==> src/rtl/cache_arbiter.sv <==
// cache_arbiter
//   Shares one physical-memory port between the icache (fill only) and the
//   dcache (fill or writeback). One requester is granted at a time. The grant
//   is held until physical memory responds. Ties are broken round-robin using
//   last_d_reg, so neither cache can starve.
//
// Ports
//   clk, rst                       clock, synchronous active-high reset
//   i_pmem_read/address            icache request (address held stable)
//   i_pmem_rdata/resp              icache return data and one-cycle strobe
//   d_pmem_read/write/address      dcache request (read and write exclusive)
//   d_pmem_wdata                   dcache writeback line
//   d_pmem_rdata/resp              dcache return data and one-cycle strobe
//   pmem_read/write/address/wdata  request to physical memory
//   pmem_rdata/resp                physical memory return data and strobe
module cache_arbiter #(
  parameter int ADDR_W = 32,
  parameter int LINE_W = 256
) (
  input  logic              clk,
  input  logic              rst,
  input  logic              i_pmem_read,
  input  logic [ADDR_W-1:0] i_pmem_address,
  output logic [LINE_W-1:0] i_pmem_rdata,
  output logic              i_pmem_resp,
  input  logic              d_pmem_read,
  input  logic              d_pmem_write,
  input  logic [ADDR_W-1:0] d_pmem_address,
  input  logic [LINE_W-1:0] d_pmem_wdata,
  output logic [LINE_W-1:0] d_pmem_rdata,
  output logic              d_pmem_resp,
  output logic              pmem_read,
  output logic              pmem_write,
  output logic [ADDR_W-1:0] pmem_address,
  output logic [LINE_W-1:0] pmem_wdata,
  input  logic [LINE_W-1:0] pmem_rdata,
  input  logic              pmem_resp
);

  typedef enum logic [1:0] {IDLE, SERVE_I, SERVE_D} state_t;

  state_t state_reg, state_next;
  logic   last_d_reg, last_d_next;
  logic   i_req, d_req;

  assign i_req = i_pmem_read;
  assign d_req = d_pmem_read | d_pmem_write;

  // Return data is unqualified; the resp strobes alone mark it valid.
  assign i_pmem_rdata = pmem_rdata;
  assign d_pmem_rdata = pmem_rdata;

  always_ff @(posedge clk) begin
    if (rst) begin
      state_reg  <= IDLE;
      last_d_reg <= 1'b1;  // icache wins the first tie after reset
    end else begin
      state_reg  <= state_next;
      last_d_reg <= last_d_next;
    end
  end

  always_comb begin
    state_next   = state_reg;
    last_d_next  = last_d_reg;
    pmem_read    = 1'b0;
    pmem_write   = 1'b0;
    pmem_address = '0;
    pmem_wdata   = d_pmem_wdata;  // only meaningful while serving the dcache
    i_pmem_resp  = 1'b0;
    d_pmem_resp  = 1'b0;

    case (state_reg)
      IDLE: begin
        // Any pmem_resp seen here is stray and is deliberately dropped.
        if (i_req && d_req) state_next = last_d_reg ? SERVE_I : SERVE_D;
        else if (i_req)     state_next = SERVE_I;
        else if (d_req)     state_next = SERVE_D;
      end
      SERVE_I: begin
        pmem_read    = i_pmem_read;
        pmem_address = i_pmem_address;
        i_pmem_resp  = pmem_resp;
        if (pmem_resp) begin
          state_next  = IDLE;
          last_d_next = 1'b0;
        end else if (!i_req) begin
          // Requester abandoned the transfer: free the port, keep fairness.
          state_next = IDLE;
        end
      end
      SERVE_D: begin
        pmem_read    = d_pmem_read;
        pmem_write   = d_pmem_write;
        pmem_address = d_pmem_address;
        d_pmem_resp  = pmem_resp;
        if (pmem_resp) begin
          state_next  = IDLE;
          last_d_next = 1'b1;
        end else if (!d_req) begin
          state_next = IDLE;
        end
      end
      default: state_next = IDLE;
    endcase

    // While reset is asserted the outputs look idle immediately, so a
    // transfer cut short by reset neither keeps requesting nor receives a
    // resp that lands in the same cycle.
    if (rst) begin
      pmem_read    = 1'b0;
      pmem_write   = 1'b0;
      pmem_address = '0;
      i_pmem_resp  = 1'b0;
      d_pmem_resp  = 1'b0;
    end
  end

endmodule

==> config.mk <==
export PLATFORM = sky130hd
export DESIGN_NAME = cache_arbiter
export DESIGN_NICKNAME = d
export VERILOG_FILES = /design/src/rtl/cache_arbiter.sv
export SDC_FILE = /design/constraint.sdc
export NUM_CORES = 1
export LEC_CHECK = 0
export CAP_MARGIN = 0
export CORE_AREA = 3 3 541 543
export CTS_BUF_LIST = sky130_fd_sc_hd__clkbuf_4 sky130_fd_sc_hd__clkbuf_8 sky130_fd_sc_hd__clkbuf_16
export DETAILED_ROUTE_END_ITERATION = 12
export DIE_AREA = 0 0 544 546
export SETUP_SLACK_MARGIN = 0.02
export SLEW_MARGIN = 20
export SYNTH_ARGS = -nofsm -noshare
export SYNTH_HDL_FRONTEND = slang
export SYNTH_SLANG_ARGS = --single-unit
==> constraint.sdc <==
create_clock -name clk -period 3.5 [get_ports clk]
set_clock_uncertainty 0.15 [all_clocks]
set_input_delay 0.7 -clock clk [delete_from_list [all_inputs] [get_ports clk]]
set_output_delay 0.7 -clock clk [all_outputs]
set_load 0.01 [all_outputs]
== Word-level counts from Yosys, hierarchy flattened ==
Cells that the tools add are included.
Cells by class
  equal/unequal tests: 7
  muxes and demuxes: 22
  bitwise operators: 1
  reduce and logical (&&, ||, !) cells: 5
Operator list (number)
  $pmux W32 S2: 1
  $mux W32: 1
  $mux W2: 8
  $mux W1: 9
  $ne A3 B3 Y1 const B: 2
  $pmux W2 S3: 1
  $reduce_and A3 Y1: 2
  $ne A2 B2 Y1 const B: 2
  $ne A4 B4 Y1 const B: 1
  $pmux W1 S2: 2
  $eq A2 B1 Y1 const B: 1
  $eq A2 B2 Y1 const B: 1
  $logic_not A2 Y1: 1
  $reduce_bool A2 Y1: 1
  $logic_and A1 B1 Y1: 1
  $or A1 B1 Y1: 1
Storage, ports and cells
  flip-flop bits (word level): 3
  input port bits: 582
  output and inout bits: 804
  word-level logic and storage cells: 37

== Logic depth before layout (Yosys ltp) ==
Gate-level depths: netlist of the first run.
  word-level depth: 5
  mapped depth: 7
  depth with buffers taken out: 6

== Worst setup path after synthesis of the first run ==
No wires, ideal clock.
  path kind: reg2out
  start point: register state_reg[0]
  end point: output port pmem_address[10]
  arrival: 1.360 ns
  required time: 2.650 ns
  path slack: 1.290 ns
  cell stages (with the launch flop): 7
  path through: dfxtp_1 > inv_1 > ha_1 > clkbuf_1 > clkbuf_1 > a22oi_1 > nor2_1
Between the ends
  cells in the longest elaborated chain, start to end: 3
Ends and longest elaborated chain
  from (decl): RTL line 42  | state_t state_reg, state_next;
  from (signal assigned): RTL line 58  | state_reg <= state_next;
  $eq A2 B2 Y1 or $eq A2 B1 Y1 (tied branches): RTL line 73  | case (state_reg)
  $pmux W32 S2 *: RTL line 73
  $mux W32 *: RTL line 110  | if (rst) begin
  to (decl): RTL line 34  | output logic [ADDR_W-1:0] pmem_address,
Every way passes the cells marked *; elsewhere a longest branch is shown, timed or not.

== Worst setup path after layout of the first run ==
  start point: input port rst
  end point: output port pmem_address[29]
Between the ends
  cells in the longest elaborated chain, start to end: 1
Ends and longest elaborated chain
  from (decl): RTL line 21  | input logic rst,
  $mux W32: RTL line 110
Every way passes these cells.

==> results of run 1 <==
-- worst min path at each step --
stage                       to  slack (ps)  depth (start not counted)
global route        last_d_reg         370                          2
floorplan           last_d_reg         300                          2
CTS                 last_d_reg         340                          2
finish              last_d_reg         340                          2
global placement    last_d_reg         320                          2
detailed placement  last_d_reg         330                          2
-- cell usage after synthesis, drive strengths merged, types with 2 or more instances --
cell type	n
nand2	3
or2b	2
or4b	2
clkbuf	9
a22oi	33
dfxtp	3
nor2	37
o21ai	4
inv	3
ha	5
buf	771
o31ai	2
-- report_power, final --
part           internal, mW  switching (mW)
clock network         0.158          0.0328
registers            0.0389         0.00330
logic                 0.174           0.205
total                 0.371           0.241
-- cell families (layout without fill, tap and decap cells) --
| family | after synthesis | count (layout) | share of synthesized area (%) |
|---|---|---|---|
| other | 0 | 8 | 0 |
| AND/OR/NAND/NOR | 49 | 49 | 3.543 |
| flip-flops | 3 | 3 | 0.9292 |
| buffers and inverters | 783 | 122 | 90.13 |
| adder cells (fa/ha/maj) | 5 | 5 | 0.9679 |
| AO/OA/AOI/OAI | 39 | 39 | 4.433 |
-- worst max-delay path, stage by stage --
cell and delay [ps]:
clkdlybuf4s50_1 610, nand2b_4 390, buf_4 350, nor2_1 140, buf_12 150
-- area by class of cell --
cell class	instances	area share [%]
antenna	8	0.2940
tap	3781	69.48
clock buffer	4	1.213
sequential	3	0.8820
timing repair buffer	115	19.29
multi-input combinational	93	8.673
inverter	3	0.1654
-- metrics by stage --
stage                     std cells  setup WS [ps]  cell area (µm²)
after CTS                      3999          139.6             6789
after global placement         3995          163.2             6706
after floorplan                 879           1290             6464
after detailed placement       3995          146.2             6706
after global routing           3999          97.39             6789
final                          4007          262.6             6809
-- per-layer routing --
metal	track usage, %	share of wire [%]	vias up
met5	0.06494	0.0064	-
met4	4.159	3.9	2
met3	30.66	50	268
met2	18.25	39	1600
met1	2.605	7.0	802
li1	-	-	631
==> flow_metrics.py, run 1 <==
metrics = {
    "run_status": {
        "outcome": "complete, no violations",
    },
    "die": {
        "core-area_mm2": 0.2881,
        "die-area_mm2": 0.2970,
        "ios": 1386,
        "die_y_um": 546,
        "start_util_pct": 2.243,
        "die_w_um": 544,
        "num_rows": 197,
    },
    "setup_path": {
        "cp.arrival_ps": 2390,
        "worstSetupPathType": "in2out",
        "critPathMaxFanout": 14,
        "worst_r2r_endpoint": "state_reg[1]",
        "crit_path_start_kind": "primary input",
        "r2r_cells": 6,
        "r2r-start": "state_reg[0]",
        "crit_end": "pmem_address[29]",
        "critPathCaptureType": "primary output",
        "ff2ff_setup_slack_ps": 1720,
        "worstPathRequired_ps": 2650,
        "worstSetupStartpoint": "rst",
    },
    "timing": {
        "worst_pin_slew_ps": 565.5,
        "setup_viol": 0,
        "holdWs_ps": 336.5,
        "relSlewSlack_pct": 62.18,
        "tns_ps": 0,
        "finalHoldViolCount": 0,
        "period_share_pct": 92.50,
        "fin_crit_ps": 3237,
        "fmax_ghz": 0.3089,
        "drv_slew": 0,
        "grt_setup_unrepaired": "false",
    },
    "logic_synthesis": {
        "synth_area_leaders": "buf_4 89%, a22oi_1 3.8%, nor2_1 2.1%",
        "ys.flop_type": "dfxtp_1",
        "synth_top_area_share_pct": 89.20,
        "syn_area_mm2": 0.006464,
        "ys_warn_count": 0,
        "synth_area_leader_cell": "buf_4",
        "syn_area_per_cell_um2": 7.353,
        "seq_area_frac_synth_pct": 0.9292,
        "synth_cell_types": 23,
        "synth_edf_count": 0,
        "ys_ff_latch": 3,
        "synthArstFlopShare_pct": 0,
        "syn_nets": 1466,
        "netlist_instances": 879,
    },
    "detailed_routing": {
        "avgViaCountPerCell": 0.8243,
        "totalWireLength_mm": 202.6,
        "vias": 3303,
        "remaining_drc_errors": 0,
        "drt-pass1-iter-count": 4,
        "antenna_left": 0,
        "drtIter0Drc": 165,
        "wl_per_cell_um": 50.57,
    },
    "clock_tree": {
        "cts_tree": "done",
        "cts_resized": 0,
        "insertion_delay_ps": 230,
        "path_clk_slew_ps": 30,
        "cts_hold_buf": 0,
        "htreeDepth": 1,
        "root_buffer": "clkbuf_16",
        "cts_buffers": 3,
        "clkSinkCount": 3,
        "clk_path_buf_depth": 2,
        "cts_setup_buffers": 0,
    },
    "power_and_ir_drop": {
        "ir_drop_mv": 0.1168,
        "leakage_nw": 0.7906,
        "p_total_mw": 0.6120,
        "powerDensity_mw_per_mm2": 89.88,
    },
    "cells_and_area": {
        "syn_to_final_growth_pct": 5.343,
        "utilization_pct": 2.363,
        "final_nets": 806,
        "multi_input_area_um2": 590.6,
        "final_cell_mix": "75 x clkdlybuf4s50_1, 36 x nor2_1, 33 x a22oi_1, 21 x buf_12, 19 x buf_4",
        "final_common_cell": "clkdlybuf4s50_1",
        "fillers": 34330,
        "drive_gt1_share_pct": 23.39,
        "largest_register_ffs": 2,
        "regArea_um2": 60.06,
    },
    "global_routing": {
        "overflow": 0,
        "grt_pass1_wl_mm": 212.0,
        "grtUsageTotal_pct": 13.06,
        "grt_pass1_vias": 3158,
        "grt_max_degree": 21,
        "antenna_found_initial": 37,
    },
    "min_path": {
        "hp-class": "reg2reg",
        "worstHoldStart": "last_d_reg",
    },
    "job": {
        "drv_cap": 0,
    },
    "placed_design": {
        "dp_hpwl_mm": 199.6,
        "io_buffers": 105,
        "gp_congestion": 0.7468,
    },
}
No activity file was read; power rests on OpenSTA's default activity.
==> inputs of run 2 (changes only) <==
Settings changed: CTS_CLUSTER_SIZE set to 14.
==> results of run 2 <==
Same layout as run 1: the final DEF is identical, and so are final timing and power.
==> inputs of run 3 (changes only) <==
Settings changed: ABC_AREA set to 1, CORE_AREA 3 3 541 543 to 3 3 532 534, DIE_AREA 0 0 544 546 to 0 0 535 537.
==> run 3 against run 2 <==
Effect of this change: setup slack lost 190 ps; largest power group unchanged; via count rose by 2.4%; register-to-register slack better by 80 ps; total power increased by 20%; final area is 2.0% lower; synthesized cell count increased by 5.1%.
==> flow_metrics.py, run 3 <==
metrics = {
    "logic_synthesis": {
        "seq_area_frac_synth_pct": 0.9162,
        "ys.flop_type": "dfxtp_1",
        "synth_top_area_share_pct": 88.87,
        "synthAdderAreaFrac_pct": 0.9544,
        "synthArstFlopShare_pct": 0,
        "synth_area_leaders": "buf_4 89%, nand2_1 4.3%, a21oi_1 2.7%",
        "synth-compound-area-share_pct": 2.749,
        "syn_area_per_cell_um2": 7.094,
        "synth_area_leader_cell": "buf_4",
        "synthXorXnorAreaFrac_pct": 0,
        "syn_area_mm2": 0.006555,
        "ys_warn_count": 0,
        "syn_nets": 1511,
        "synth_top_family_by_area": "buffers and inverters",
        "synth-simple-area-share_pct": 5.478,
        "synth_cell_types": 14,
        "netlist_instances": 924,
        "muxShareOfSynthArea_pct": 0,
        "ys_ff_latch": 3,
        "yosysMostFrequentCell": "buf_4",
        "synthTopCellsByCount": "776 x buf_4, 75 x nand2_1, 35 x a21oi_1",
        "synth_edf_count": 0,
    },
    "clock_tree": {
        "cts_hold_buf": 0,
        "insertion_delay_ps": 230,
        "clk_path_buf_depth": 2,
        "clkSinkCount": 3,
        "htreeDepth": 1,
        "cts_tree": "done",
        "cts_resized": 0,
        "path_clk_slew_ps": 30,
        "cts_setup_buffers": 0,
        "root_buffer": "clkbuf_16",
        "cts_buffers": 3,
    },
    "die": {
        "num_rows": 194,
        "die-area_mm2": 0.2873,
        "die_y_um": 537,
        "start_util_pct": 2.350,
        "die_w_um": 535,
        "core-area_mm2": 0.2789,
        "ios": 1386,
    },
    "timing": {
        "relSlewSlack_pct": 38.81,
        "worst_pin_slew_ps": 910.8,
        "finalHoldViolCount": 0,
        "setup_viol": 0,
        "tns_ps": 0,
        "fin_crit_ps": 3426,
        "fmax_ghz": 0.2919,
        "grt_setup_unrepaired": "false",
        "period_share_pct": 97.90,
        "drv_slew": 0,
    },
    "cells_and_area": {
        "final_nets": 849,
        "largest_register_ffs": 2,
        "utilization_pct": 2.392,
        "final_cell_mix": "75 x nand2_1, 72 x clkdlybuf4s50_1, 35 x a21oi_1, 24 x buf_4, 16 x buf_12",
        "drive_gt1_share_pct": 19.16,
        "final_common_cell": "nand2_1",
        "syn_to_final_growth_pct": 1.775,
    },
    "setup_path": {
        "worst_path_max_delay_cell": "nor3_1",
        "cp_num_buf_inv": 3,
        "critPathMaxFanout": 3,
        "r2r_cells": 7,
        "worstPathRequired_ps": 2650,
        "cp.arrival_ps": 2580,
        "crit_path_start_kind": "primary input",
        "critPathCaptureType": "primary output",
        "max_stage_delay_ps": 740,
        "worst_r2r_endpoint": "last_d_reg",
        "cp_common_cell": "buf_4",
        "crit_cells": 4,
        "ff2ff_setup_slack_ps": 1800,
        "r2r-start": "state_reg[0]",
        "worstSetupPathType": "in2out",
        "crit_chain": "clkdlybuf4s50_1 > buf_4 > nor3_1 > buf_4",
        "cp_top_family": "buffers and inverters",
    },
    "global_routing": {
        "grt_pass1_wl_mm": 201.3,
        "overflow": 0,
        "antenna_found_initial": 27,
        "grt_pass1_vias": 3286,
        "grt_max_degree": 20,
        "grtUsageTotal_pct": 12.84,
    },
    "detailed_routing": {
        "antenna_left": 0,
        "remaining_drc_errors": 0,
        "vias": 3381,
        "wl_per_cell_um": 48.51,
        "avgViaCountPerCell": 0.8478,
        "drtIter0Drc": 132,
        "totalWireLength_mm": 193.5,
        "drt-pass1-iter-count": 4,
    },
    "placed_design": {
        "io_buffers": 105,
        "dp_hpwl_mm": 190.3,
        "gp_congestion": 0.7151,
    },
    "min_path": {
        "worstHoldStart": "last_d_reg",
        "min_to": "last_d_reg",
        "whs_path_depth": 2,
        "hp-class": "reg2reg",
    },
    "power_and_ir_drop": {
        "p_total_mw": 0.7363,
        "powerDensity_mw_per_mm2": 110.4,
        "leakage_nw": 0.8149,
        "ir_drop_mv": 0.2229,
    },
    "job": {
        "drv_cap": 0,
    },
    "run_status": {
        "outcome": "complete, no violations",
    },
}
[run 3: cell count changes in the layout (fill, tap and decap cells not counted), moves of 3 or more]
cell | before | now
a21oi_1 | 0 | 35
a22oi_1 | 33 | 0
inv_1 | 2 | 7
buf_12 | 21 | 16
buf_4 | 19 | 24
nand2_1 | 3 | 75
clkdlybuf4s50_1 | 75 | 72
diode_2 | 8 | 3
nor2_1 | 36 | 11
[run 3: worst max-delay path by stage]
stage                                  end    startpoint
after floorplan           pmem_address[10]           rst
after global placement     pmem_address[5]           rst
after detailed placement   pmem_address[3]           rst
after CTS                  pmem_address[5]  state_reg[0]
after global routing       pmem_address[5]  state_reg[0]
final                           pmem_write           rst
[run 3: through the flow]
| stage | std cells | worst slack (ps) | cell area, µm² | hold WS (ps) |
|---|---|---|---|---|
| finish | 3988 | 73.58 | 6671 | 418.0 |
| global route | 3986 | 46.29 | 6666 | 437.9 |
| CTS | 3985 | 140.1 | 6664 | 416.7 |
| detailed placement | 3981 | 153.9 | 6581 | 418.8 |
| global placement | 3981 | 161.7 | 6581 | 407.3 |
| floorplan | 924 | 1456 | 6555 | 343.3 |
[run 3: final cells by class]
class,instances,area [µm²]
Fill cell,33350,272200
Inverter,9,33.78
Sequential cell,3,60.06
Tap cell,3724,4659
Antenna cell,3,7.507
Multi-Input combinational cell,133,606.8
Clock buffer,4,82.58
Timing Repair Buffer,112,1221
[run 3: where the power goes]
part	internal [mW]	leakage [nW]	switching (mW)	total (mW)
Sequential	0.0410	0.0248	0.00594	0.0469
Combinational	0.182	0.749	0.319	0.501
Clock	0.158	0.0416	0.0307	0.189
[run 3: per-layer routing]
layer | up-vias | GRT usage (%) | share of wire (%)
li1 | 708 | - | -
met1 | 827 | 2.531 | 6.7
met2 | 1625 | 18.58 | 41
met3 | 221 | 29.65 | 49
met4 | 0 | 3.744 | 3.4
met5 | - | 0.03289 | 0
[run 3: logic make-up (layout without fill, tap and decap cells)]
kind of cell,after synthesis,after routing
AOI/OAI and AO/OA,36,36
adders and majority gates,5,5
and+or+nand+nor,92,92
other,0,3
DFF,3,3
buffers and inverters,788,125
[run 3: worst reg2reg max path: cells and delay by family, from the launching register on]
family | cells | cell delay [ps]
and+or+nand+nor | 1 | 60
DFF | 1 | 330
AOI/OAI and AO/OA | 2 | 180
buffers and inverters | 3 | 540
adders and majority gates | 1 | 360
